## src/rtl/fp_pkg.sv

```systemverilog
// rtl/fp_pkg.sv - shared floating-point datapath types and constants
package fp_pkg;

   localparam int EXP_W  = 8;
   localparam int MANT_W = 24;

   localparam logic [1:0] RM_NEAR_EVEN = 2'd0;
   localparam logic [1:0] RM_ZERO      = 2'd1;
   localparam logic [1:0] RM_POS_INF   = 2'd2;
   localparam logic [1:0] RM_NEG_INF   = 2'd3;

   typedef enum logic [1:0] {
      ST_IDLE  = 2'd0,
      ST_SHIFT = 2'd1,
      ST_DONE  = 2'd2
   } state_t;

endpackage

```

## src/rtl/fp_normalize.sv

```systemverilog
// rtl/fp_normalize.sv - iterative one-bit-per-cycle left normalizer ahead of the rounder
module fp_normalize #(
   parameter int DATA_W  = 32,
   parameter int EXP_W   = fp_pkg::EXP_W,
   parameter int SHIFT_W = $clog2(DATA_W) + 1
) (
   input  logic               clk,
   input  logic               rst_n,
   input  logic               in_valid,
   output logic               in_ready,
   input  logic [DATA_W-1:0]  in_data,
   input  logic [EXP_W-1:0]   in_exp,
   input  logic               in_sign,
   input  logic [1:0]         in_mode,
   output logic               out_valid,
   input  logic               out_ready,
   output logic [DATA_W-1:0]  out_data,
   output logic [EXP_W-1:0]   out_exp,
   output logic               out_sign,
   output logic [1:0]         out_mode,
   output logic [SHIFT_W-1:0] out_shift,
   output logic               out_zero,
   output logic               out_denorm
);

   import fp_pkg::*;

   state_t             state_q;
   state_t             state_d;
   logic [DATA_W-1:0]  data_q;
   logic [EXP_W-1:0]   exp_q;
   logic               sign_q;
   logic [1:0]         mode_q;
   logic [SHIFT_W-1:0] shift_q;
   logic               zero_q;
   logic               denorm_q;

   logic data_is_zero;
   logic hidden_set;
   logic exp_is_zero;

   assign data_is_zero = (data_q == '0);
   assign hidden_set   = data_q[DATA_W-1];
   assign exp_is_zero  = (exp_q == '0);

   always_ff @(posedge clk or negedge rst_n) begin
      if (!rst_n) begin
         state_q <= ST_IDLE;
      end else begin
         state_q <= state_d;
      end
   end

   // Any of the three stop conditions ends the shift phase; flags are set in the datapath.
   always_comb begin
      state_d = state_q;
      case (state_q)
         ST_IDLE:  if (in_valid) state_d = ST_SHIFT;
         ST_SHIFT: if (data_is_zero || hidden_set || exp_is_zero) state_d = ST_DONE;
         ST_DONE:  if (out_ready) state_d = ST_IDLE;
         default:  state_d = ST_IDLE;
      endcase
   end

   always_comb begin
      in_ready  = (state_q == ST_IDLE);
      out_valid = (state_q == ST_DONE);
   end

   always_ff @(posedge clk or negedge rst_n) begin
      if (!rst_n) begin
         data_q   <= '0;
         exp_q    <= '0;
         sign_q   <= 1'b0;
         mode_q   <= 2'd0;
         shift_q  <= '0;
         zero_q   <= 1'b0;
         denorm_q <= 1'b0;
      end else begin
         case (state_q)
            ST_IDLE: begin
               if (in_valid) begin
                  data_q   <= in_data;
                  exp_q    <= in_exp;
                  sign_q   <= in_sign;
                  mode_q   <= in_mode;
                  shift_q  <= '0;
                  zero_q   <= 1'b0;
                  denorm_q <= 1'b0;
               end
            end
            ST_SHIFT: begin
               // Hidden-bit test outranks the exponent test, so a value that
               // normalizes exactly as exp hits 0 is not flagged denormal.
               if (data_is_zero) begin
                  zero_q <= 1'b1;
                  exp_q  <= '0;
               end else if (hidden_set) begin
                  data_q <= data_q;
               end else if (exp_is_zero) begin
                  denorm_q <= 1'b1;
               end else begin
                  data_q  <= {data_q[DATA_W-2:0], 1'b0};
                  exp_q   <= exp_q - EXP_W'(1);
                  shift_q <= shift_q + SHIFT_W'(1);
               end
            end
            default: begin
               data_q <= data_q;
            end
         endcase
      end
   end

   assign out_data   = data_q;
   assign out_exp    = exp_q;
   assign out_sign   = sign_q;
   assign out_mode   = mode_q;
   assign out_shift  = shift_q;
   assign out_zero   = zero_q;
   assign out_denorm = denorm_q;

endmodule
```

## config.mk

```make
export PLATFORM = sky130hd
export DESIGN_NAME = fp_normalize
export DESIGN_NICKNAME = d
export VERILOG_FILES = /design/src/rtl/fp_pkg.sv /design/src/rtl/fp_normalize.sv
export SDC_FILE = /design/constraint.sdc
export NUM_CORES = 1
export LEC_CHECK = 0
export ABC_AREA = 1
export CORE_ASPECT_RATIO = 1.75
export CORE_MARGIN = 2
export CORE_UTILIZATION = 41
export DETAILED_ROUTE_END_ITERATION = 10
export HOLD_SLACK_MARGIN = 0.03
export PLACE_DENSITY = 0.79
export SYNTH_ARGS = -nofsm -noshare
export SYNTH_HDL_FRONTEND = slang
export SYNTH_SLANG_ARGS = --single-unit
```

## constraint.sdc

```tcl
create_clock -name clk -period 4.34 [get_ports clk]
set_input_delay 0.651 -clock clk [delete_from_list [all_inputs] [get_ports clk]]
set_output_delay 0.651 -clock clk [all_outputs]
set_load 0.05 [all_outputs]
```

==> key figures <==
Logic synthesis
  – Syn Inst Count: between 400 and 500
  – Synthesized area divided by synthesized cell count: 6.94 sq um
  – Share of flip-flops with an asynchronous set or reset after synthesis: 100%
  – Sequential share of the synthesized area: between 40% and 50%
  – Main combinational cell family by area after synthesis: simple AND/OR/NAND/NOR gates
  – Basic-gate share of the synthesized area counting and, or, nand and nor cells: 36.5%
  – Prevailing post-synth register cell: dfrtp_1
  – Synthesized-area fraction occupied by xor and xnor cells: 1.46%
  – Cell type with the highest aggregate area in the netlist: dfrtp_1
  – Share of the synthesized area in compound gates (AO/OA/AOI/OAI): ~8.2%
  – Cell area after synthesis: 3000 sq um
  – Yosys cell types: 26
  – Post-Synth Adder-Cell Area: ~1.3%
  – Number of enable flip-flop cells after synthesis: 0
  – Yosys reg bits: between 50 and 60
  – Fraction of post-synthesis cell area in the top cell type by area: between 40% and 50%
  – Synthesized netlist net count: 482
  – Share of synthesized area spent on multiplexers: 0%
  – Syn. warnings: 0
  – Largest cells by area after synthesis: dfrtp_1 44%, nand2_1 25%, nand3_1 5.5%

Placed design
  – HPWL Detailed: just under 6000 microns
  – Port Buffer Count: 99
  – Placer Congestion: ~0.9
  – Post-detailed-placement cell area: ~4000 sq um

Drt
  – Detailed-routing iteration count for the pre-antenna-repair pass: 6
  – Total Routed Length: 8180 microns
  – Post-route DRC violation count: 0
  – Average via count per standard cell: between 5 and 6
  – Antenna viol nets, final: 0
  – Routed wire length per instance: around 13 microns
  – Number of vias after detailed routing: between 3,000 and 4,000
  – Number of violations reported at the end of detailed-routing iteration 0: 168

Critical path
  – Delay of the slowest cell on the worst path: between 0.8 and 0.9 ns
  – Type of element capturing the critical path: flop
  – Arrival time of data at the critical path endpoint: 3.25 ns
  – Worst reg2reg path depth: 8
  – Required time worst endpoint: about 4.5 ns
  – Crit Path Class: flop to flop
  – Cells traversed along the worst timing path: inv_1 > ha_1 > nand3_1 > nor2_2 > nor3_4 > nand2_1 > nand2_2 > o21ai_0
  – Critical Path Source Type: flop
  – Crit path max-delay cell type: nand2_2
  – Maximum fanout encountered on the critical timing path: 57

Finish
  – Layout cells sized above 1: ~4.0%
  – Total Nets Final: roughly 570
  – Diodes inserted: 0
  – Post-route cell area: roughly 4200 sq um
  – Area grow syn2layout: 38.9%
  – Core Util, Final: about three fifths
  – Most frequent cells in the layout: 199 x nand2_1, 98 x clkdlybuf4s50_1, 53 x dfrtp_1
  – Most common library cell in the layout ignoring fill and taps: nand2_1

STA
  – Tightest Pin Transition: 0.962 ns
  – Max-Slew Margin vs Limit: around 36%
  – Skew final: roughly 0.0084 ns
  – Final clock period utilization by the worst path: 71.9%
  – Hold Violations, Final: 0
  – Worst hold margin: 0.461 ns
  – Aggregate negative setup slack: 0 ns
  – Unrepaired setup endpoints after global routing: false
  – Final number of max-transition violations: 0
  – Final setup violating endpoints: 0
  – Clock period minus worst slack: approximately 3.1 ns
  – FMAX: around 320 MHz

Floorplanning
  – Die area: 8040 sq um
  – Standard-cell row count: 41
  – Top Ports: 100
  – Floorplan die height: 117 microns
  – Initial cell density of the core: between 40% and 50%
  – Die width: roughly 69 microns
  – Total core area: about 7100 sq um

Clocking
  – Buffer levels on the longest clock path: 2
  – Source-to-sink clock delay at the later pin of the worst-skew pair: about 0.30 ns
  – Clock-pin slew on the worst setup and hold paths: 0.07 ns
  – TritonCTS clock tree: built
  – TritonCTS sink count: 53
  – Count of hold buffers inserted by post-cts repair: 0
  – Number of buffers added for setup after CTS: 0
  – Maximum level of the CTS H-tree: 2
  – Clock buffers created by TritonCTS: 5
  – Post-cts repair resize count: 0
  – Clk root buf: clkbuf_16

Power
  – Total power draw: around 3.6 mW
  – Total power per unit cell area: roughly 870 nW/um^2
  – Max IR drop VDD: between 0.5 and 0.6 mV
  – Leakage power of the design: a little over 2 nW

Run status
  – Result of the run: finished clean

Global route
  – Number of global-route vias before repair: roughly 2,900
  – Gr ovfl total: 0
  – Total routing usage reported by global routing: between 20% and 30%
  – Antenna violations before repair: 0
  – Global-route wire length before repair: about 13,000 microns
  – Maximum number of pins on one net before global-route repair: 58

Min path
  – Hold crit path type: input pin to asynchronous set/reset pin

Run
  – Number of maximum-capacitance violations: 0
## cell families (layout without fill, tap and decap cells)
kind of cell | Yosys count | in the layout
xor+xnor | 5 | 5
fa+ha+maj | 3 | 3
buf+inv | 53 | 144
flops | 53 | 53
simple gates | 272 | 272
compound gates | 46 | 46
## critical path, delay by kind of cell, from the launching register on
kind                     cells  cell delay [ns]
buffers and inverters        1             0.10
AND/OR/NAND/NOR              5             2.06
AO/OA/AOI/OAI                1             0.20
flip-flops                   1             0.36
adder cells (fa/ha/maj)      1             0.21
## routing by layer
metal | share of wire (%) | vias up | GRT usage, %
li1 | - | 1518 | -
met1 | 37 | 1413 | 24.3
met2 | 54 | 104 | 38.8
met3 | 4.6 | 21 | 2.58
met4 | 3.9 | 0 | 11.3
met5 | 0 | - | 0
## report_power, final
group	switching (mW)	leakage [nW]	internal [mW]	total, mW
registers	0.202	0.671	0.709	0.912
logic	1.54	1.31	0.705	2.25
clock network	0.180	0.0841	0.289	0.468
total	1.92	2.07	1.70	3.63
## cells in the mapped netlist (2+ instances only)
library cell / n
buf_6: 5
nor3_1: 2
buf_4: 2
buf_2: 5
nor2_1: 29
nor2_2: 4
o21ai_1: 12
xor2_1: 4
nand3_1: 33
clkbuf_1: 6
dfrtp_1: 53
nand2_1: 200
ha_1: 3
a21oi_1: 4
nand4_1: 2
o21ai_0: 26
inv_1: 33
## area by class of cell
cell class	instances	area, sq um
Inverter	34	128
Timing Repair Buffer	102	1010
Sequential cell	53	1330
Multi-Input combinational cell	326	1420
Tap cell	86	108
Fill cell	683	2960
Clock inverter	1	30.0
Clock buffer	7	143
## sequential cells by signal, summed over array words and instances (netlist names)
register	cells
out_sign	1
out_denorm	1
out_zero	1
out_data	32
state_q	2
out_exp	8
out_shift	6
out_mode	2
## per-stage QoR
stage,cells,setup slack [ns]
after global placement,601,1.35
after CTS,609,1.24
after global routing,609,0.938
final,609,1.22
after detailed placement,601,1.28
after floorplan,432,2.32
## path summary, 6_finish.rpt
check	start	to	slack, ns
min in group clk	out_sign$_DFFE_PN0P_	out_sign$_DFFE_PN0P_	0.48
max	out_exp[0]$_DFFE_PN0P_	out_data[9]$_DFFE_PN0P_	1.22
max in group asynchronous	rst_n	out_data[8]$_DFFE_PN0P_	3.39
min	rst_n	out_data[10]$_DFFE_PN0P_	0.46
min reg2reg	out_sign$_DFFE_PN0P_	out_sign$_DFFE_PN0P_	0.48
max reg2reg	out_exp[0]$_DFFE_PN0P_	out_data[9]$_DFFE_PN0P_	1.22
Note: power is estimated with default switching activity, not from simulation.
